<file path="config.mk">
export PLATFORM = sky130hd
export DESIGN_NAME = reg_bank
export DESIGN_NICKNAME = d
export VERILOG_FILES = /design/src/rtl/reg_bank.sv
export SDC_FILE = /design/constraint.sdc
export NUM_CORES = 2
export LEC_CHECK = 0
export ABC_AREA = 1
export CORE_MARGIN = 2
export CORE_UTILIZATION = 35
export CTS_CLUSTER_SIZE = 24
export DETAILED_ROUTE_END_ITERATION = 10
export PLACE_DENSITY = 0.47
export SETUP_SLACK_MARGIN = 0.1
export SYNTH_ARGS = -nofsm -noshare
export SYNTH_HDL_FRONTEND = slang
export SYNTH_SLANG_ARGS = --single-unit
</file>
<file path="constraint.sdc">
create_clock -name clk -period 6 [get_ports clk]
set_input_delay 1.2 -clock clk [delete_from_list [all_inputs] [get_ports clk]]
set_output_delay 1.2 -clock clk [all_outputs]
set_load 0.005 [all_outputs]
</file>
<file path="src/rtl/reg_bank.sv">
// 32 x DATA_W general-purpose register file: two combinational read ports,
// one synchronous write port, r0 hardwired to zero, r29 resets to SP_RESET.
module reg_bank #(
    parameter int unsigned SP_RESET = 227,
    parameter int unsigned DATA_W   = 32
) (
    input  logic              clk,
    input  logic              reset,
    input  logic              reg_write,
    input  logic [4:0]        read_reg1,
    input  logic [4:0]        read_reg2,
    input  logic [4:0]        write_reg,
    input  logic [DATA_W-1:0] write_data,
    output logic [DATA_W-1:0] read_data1,
    output logic [DATA_W-1:0] read_data2
);

    localparam int unsigned NUM_REGS = 32;
    localparam int unsigned SP_IDX   = 29;

    logic [DATA_W-1:0] regs_q [NUM_REGS];
    logic [DATA_W-1:0] regs_d [NUM_REGS];

    always_comb begin
        regs_d = regs_q;
        if (reg_write && (write_reg != 5'd0)) begin
            regs_d[write_reg] = write_data;
        end
        regs_d[0] = '0;
    end

    // Async reset also blocks any write on an edge that coincides with it.
    always_ff @(posedge clk or negedge reset) begin
        if (!reset) begin
            for (int i = 0; i < NUM_REGS; i++) begin
                regs_q[i] <= (i == SP_IDX) ? DATA_W'(SP_RESET) : '0;
            end
        end else begin
            regs_q <= regs_d;
        end
    end

    // No write-to-read bypass: reads see the pre-edge contents.
    assign read_data1 = (read_reg1 == 5'd0) ? '0 : regs_q[read_reg1];
    assign read_data2 = (read_reg2 == 5'd0) ? '0 : regs_q[read_reg2];

endmodule

</file>
==> results by group <==
Drt
  – Routed WL: between 200000 and 300000 um
  – DRC: 0
  – Starting DRT DRC Count: about 7400
  – Final ANT Viol Nets: 0
  – First drt pass iteration count: 6
  – Via count: 57900
  – Drt wl/cell: 23.6 um
  – DR vias/cell: about 5.3

Cells and area
  – Nets: roughly 8600
  – Area Overhead vs Synth: 12.7%
  – Top Registers: regs_q: 992 flops
  – Most common cell after layout, fill and taps aside: nand2_1
  – Most flop-heavy register: regs_q
  – Fill cells: 17400
  – Share of post-route cells with drive strength above 1: 4.63%
  – Most frequent cells in the layout: nand2_1, nand3_1, dfrtp_1
  – Max reg flops: 992
  – Finished Layout Cells: ~11000

Critical path
  – Worst path slowest cell: nor2_4
  – Critical path arrival: roughly 3900 ps
  – Crit path max-delay family: buffers and inverters
  – Critical Path Max Stage Delay: ~830 ps
  – CP Cell Sequence: buf_4 -> nor2_4 -> buf_4 -> nand2_1 -> nand2_1 -> inv_1 -> nand2_1 -> nand2_1 -> nand2_1 -> clkdlybuf4s50_1
  – Most used cell, CP: nand2_1
  – Crit path max fanout: 21
  – Worst Path Buf+Inv: 4
  – Req. time, crit path: 4800 ps
  – Crit path kind: in2out
  – CP Capture Type: primary output
  – Startpoint Class: input pin

Logic synthesis
  – Syn avg cell area: between 6 and 7 um2
  – Synth area leader: dfrtp_1
  – Yosys reg bits: 992
  – Synth area leaders: dfrtp_1, nand2_1, nand3_1
  – Post-synthesis net count: between 8000 and 9000
  – Synth cell types: 21
  – Synth top area share: a little over two fifths
  – Seq/Total Area, Yosys: between 40% and 50%
  – Ys Warns: 0
  – Synthesized instance count: just under 9000
  – Post-Syn Area: between 0.05 and 0.06 mm2

STA
  – Maximum operating frequency: between 0.15 and 0.2 GHz
  – Final cycle utilization of the critical path: 85.5%
  – Fin worst setup slack: between 800 and 900 ps
  – Setup Skew: 0 ps
  – # setup viols final: 0
  – Actual slew at the worst max-slew pin: around 1200 ps
  – Setup TNS: 0 ps
  – Final hold violation count: 0
  – Slew HR: 21.5%
  – RSZ-0062 raised after global routing: no
  – Min Tclk post-route: 5130 ps
  – Max Slew Vio Count: 0

Power and ir drop
  – Cell Pwr Density: around 330 mW/mm2
  – Logic pwr share: 21.0%
  – Internal power: about 0.014 W
  – Pwr Total: 0.0211 W
  – Flop pwr share: a little over two fifths
  – Worst VDD drop: approximately 270 uV
  – Static leakage: roughly 33 nW
  – Clock share of power: 36.8%
  – Sw Share: roughly 33%
  – Net load switching power: 0.00695 W

Global route
  – First-pass GRT wire length: approximately 380000 um
  – GRT Overall Usage: a little under a third
  – Antenna violations before repair: 9
  – Largest net degree at the start of global routing: between 100 and 150
  – Vias in the first global route: 54700
  – Total grt overflow: 0

Die
  – Die area: 0.167 mm2
  – Die W: about 410 um
  – Initial Utilization: 35.3%
  – Number of cell rows: about 150
  – I/O pins: 114
  – CORE AREA: roughly 0.16 mm2
  – Die Ht: between 400 and 500 um

CTS
  – CTS max path bufs: 3
  – Root Buffer: clkbuf_16
  – CTS Hold Bufs: 0
  – CTS buffer count: between 100 and 150
  – # resized after CTS: 0
  – CTS Sinks: between 900 and 1000
  – Later-pin clock latency in the skew report: 740 ps
  – H-tree depth: 3
  – CTS tree: done
  – Post CTS Setup Buffer Count: 0
  – Clk pin slew, worst setup/hold paths: roughly 60 ps

Placement
  – Pre-CTS setup slack: 956 ps
  – HPWL after detailed placement: between 100000 and 150000 um
  – # port buffers: 113
  – Placer Congestion: between 0.8 and 0.9
  – DP Cell Count: about 11000

Hold path
  – Hold Path Class: reg2reg

Run
  – Maxcap violations: 0

Run status
  – Status: finished, final reports clean
cell type report:
type | count | area [um2] | area share [%]
multi-input combinational | 6354 | 27100 | 41.9
clock inverter | 41 | 551 | 0.850
timing repair buffer | 247 | 2760 | 4.26
tap | 2175 | 2720 | 4.20
inverter | 849 | 3230 | 4.98
clock buffer | 181 | 3550 | 5.48
antenna | 1 | 2.50 | 0.00386
sequential | 992 | 24800 | 38.3
Yosys cell counts:
library cell	n
buf_2	60
inv_1	836
buf_4	9
nor2_1	165
nor4_4	1
o21ai_0	939
nand3_1	1156
dfrtp_1	987
inv_2	11
nor3_2	9
nor3_4	1
buf_1	72
nor2_2	1
clkinv_1	2
nand2_2	5
clkbuf_1	516
nor2_4	3
dfstp_2	5
nand2_1	3839
a21oi_1	163
o21ai_1	72
cell families (layout without fill, tap and decap cells):
kind of cell	Yosys count	count (layout)	synth area share (%)
DFF	992	992	43.2
other	0	1	0
buffers and inverters	1506	1318	10.0
AOI/OAI and AO/OA	1174	1174	10.2
and+or+nand+nor	5180	5180	36.6
through the flow:
stage	util (%)	hold slack (ps)	area [um2]
6_report	39.7	483	64800
3_3_place_gp	37.2	466	60700
5_1_grt	39.7	500	64800
2_1_floorplan	-	453	57500
3_5_place_dp	37.2	472	60700
4_1_cts	39.7	475	64800
power groups by stage:
stage                     registers, W  clock network, W  logic (W)
after floorplan                0.00875                 0    0.00303
after global placement         0.00897                 0    0.00437
after detailed placement       0.00898                 0    0.00442
after CTS                      0.00888           0.00790    0.00444
after global routing           0.00907           0.00817    0.00513
final                          0.00891           0.00777    0.00444
tightest hold or removal path: cells and delay by family (launching register included):
family | cells | cell delay (ps)
flops | 1 | 340
compound gates | 1 | 60
simple gates | 1 | 50
final timing paths:
kind	endpoint	start	slack, ps	depth (start not counted)
worst min-delay path	regs_q[646]	regs_q[646]	480	2
worst max-delay path	read_data2[15]	read_reg2[3]	870	10
worst max register to register	regs_q[64]	regs_q[64]	5170	2
min in group asynchronous	regs_q[193]	reset	500	1
max in group asynchronous	regs_q[443]	reset	4070	2
worst min register to register	regs_q[646]	regs_q[646]	480	2
routing by layer:
metal	part of all wire [%]	GRT usage, %
met1	46	44.4
met2	44	46.8
met3	7.5	3.63
met4	2.4	7.79
met5	0.0043	0
Note: power is estimated with default switching activity, not from simulation.
==> edit, RTL diff (config.mk and constraints unchanged) <==
Add an input register stage for `reg_write`, `read_reg1`, `read_reg2`, `write_reg` and `write_data`, with the module's reset; this delays them by one clock.
--- a/src/rtl/reg_bank.sv
+++ b/src/rtl/reg_bank.sv
@@ -20,2 +20,24 @@
 
+    logic reg_write_q;
+    logic [4:0] read_reg1_q;
+    logic [4:0] read_reg2_q;
+    logic [4:0] write_reg_q;
+    logic [DATA_W-1:0] write_data_q;
+
+    always_ff @(posedge clk or negedge reset) begin
+        if (!reset) begin
+            reg_write_q  <= '0;
+            read_reg1_q  <= '0;
+            read_reg2_q  <= '0;
+            write_reg_q  <= '0;
+            write_data_q <= '0;
+        end else begin
+            reg_write_q  <= reg_write;
+            read_reg1_q  <= read_reg1;
+            read_reg2_q  <= read_reg2;
+            write_reg_q  <= write_reg;
+            write_data_q <= write_data;
+        end
+    end
+
     logic [DATA_W-1:0] regs_q [NUM_REGS];
@@ -25,4 +47,4 @@
         regs_d = regs_q;
-        if (reg_write && (write_reg != 5'd0)) begin
-            regs_d[write_reg] = write_data;
+        if (reg_write_q && (write_reg_q != 5'd0)) begin
+            regs_d[write_reg_q] = write_data_q;
         end
@@ -43,4 +65,4 @@
     // No write-to-read bypass: reads see the pre-edge contents.
-    assign read_data1 = (read_reg1 == 5'd0) ? '0 : regs_q[read_reg1];
-    assign read_data2 = (read_reg2 == 5'd0) ? '0 : regs_q[read_reg2];
+    assign read_data1 = (read_reg1_q == 5'd0) ? '0 : regs_q[read_reg1_q];
+    assign read_data2 = (read_reg2_q == 5'd0) ? '0 : regs_q[read_reg2_q];
 
Formal check against the unedited RTL: not equivalent (Yosys sat finds a counterexample within 4 cycles, from zero or initial values and one cycle with reset low).
==> edit against the original RTL <==
Wire length fell by 0.27%. Via count rose by 0.21%. Cell area rose by 1.8%. Cell count rose by 0.68%. Count of clock-buffer cells in the layout rose by 30. Synthesized area rose by 1.9%. Power rose by 1.7%. Setup slack got worse by 0.24 ns. Register-to-register slack got worse by 2.5 ns. Clock skew rose by 0.029 ns. Sequential cell count rose by 48. Critical path type is now reg -> out. Largest cell class unchanged.
==> edit: results (changes against the original RTL) <==
post-place instance area=61590 sq um (+1.5%); Seq Cell Count=1040 (+4.8%); Initial DRC Count=6229 (-15%); Wirelength per Cell=23.41 um (-0.94%); Static Leakage=33.11 nW (+1.2%); Non-clock buffer share=0.03752 (-0.005082); filler instances=17730 (+1.7%); drt first pass iters=7 (+1); Nets=8659 (+0.51%); Clock Latency Late Sink=0.79 ns (+0.05 ns); Max-slew headroom=0.1832 (-0.03220); gpl congestion=0.8044 (-2.4%); Clk power=8.08 mW (+4.0%); Seq/Total Area, Yosys=0.4445 (+0.01250); CP max-delay cell=dfrtp_4; outcome=complete, no violations; Global Route Usage Sum=0.2992 (-0.002665); total core area=166700 sq um (+2.3%); top sig layer=met4; clock buffers=211 (+17%); multi-input gate count=6353 (-0.016%); non-clock inverter count=850 (+0.12%); skew final=0.02946 ns (+0.02946 ns); grt met1 use=0.4219 (-0.02179); Max FO, Critical Path=141 (+570%); largest net degree at the start of global routing=187 (+43%); commonest cells in the netlist=nand2_1, nand3_1, dfrtp_1; global-route wire length before repair=379700 um (-0.18%); biggest regs=regs_q x992, write_data_q x32; Synthesized Nets=8950 (+0.54%); Cells after Synth=8900 (+0.54%); initial antenna violation count=2 (-7); fraction of area in multi-input gates=0.4108 (-0.007935); metal3 WL=18600 um (-3.1%); Clk pwr share=0.376 (+0.008); Cell variety after synth=18 (-14%); synth top area cells=dfrtp_1, nand2_1, nand3_1; GR Util met3=0.04697 (+0.01064)
[edit: changes by cell type after synthesis, sizes merged]
cell / change
buf: -30
dfrtp: +48
a21oi: +1
clkinv: +1
o21ai: -3
clkbuf: +30
nand3: +2
nand2: +1
nor2: -2
[edit: path summary, 6_finish.rpt]
kind	depth (start not counted)	slack [ns]	start	to
setup / recovery	10	0.63	read_reg2_q[1]$_DFF_PN0_	read_data2[22]
hold / removal	1	0.46	reset	regs_q[490]$_DFFE_PN0P_
setup reg to reg	6	2.66	write_reg_q[4]$_DFF_PN0_	regs_q[511]$_DFFE_PN0P_
hold reg to reg	2	0.48	regs_q[624]$_DFFE_PN0P_	regs_q[624]$_DFFE_PN0P_
max in group asynchronous	2	4.18	reset	regs_q[984]$_DFFE_PN0P_
min in group clk	2	0.48	regs_q[624]$_DFFE_PN0P_	regs_q[624]$_DFFE_PN0P_
[edit: stage by stage]
| step | hold slack (ns) | worst slack [ns] |
|---|---|---|
| 2_1_floorplan | 0.4530 | 3.239 |
| 3_3_place_gp | 0.4671 | 1.490 |
| 3_5_place_dp | 0.4725 | 1.554 |
| 4_1_cts | 0.4541 | 0.6932 |
| 5_1_grt | 0.4808 | 0.5266 |
| 6_report | 0.4558 | 0.6271 |
[edit: worst max-delay path, delay by kind of cell (launching register included)]
kind | cells | cell delay [ns]
AND/OR/NAND/NOR | 7 | 0.90
flip-flops | 1 | 0.90
buffers and inverters | 3 | 1.34
[edit: cells by family (layout without fill, tap and decap cells)]
family | Yosys count | after routing | synth area share
simple gates | 5181 | 5181 | 0.3577
compound gates | 1172 | 1172 | 0.1002
other cells | 0 | 1 | 0
buf+inv | 1507 | 1316 | 0.09765
flops | 1040 | 1040 | 0.4445
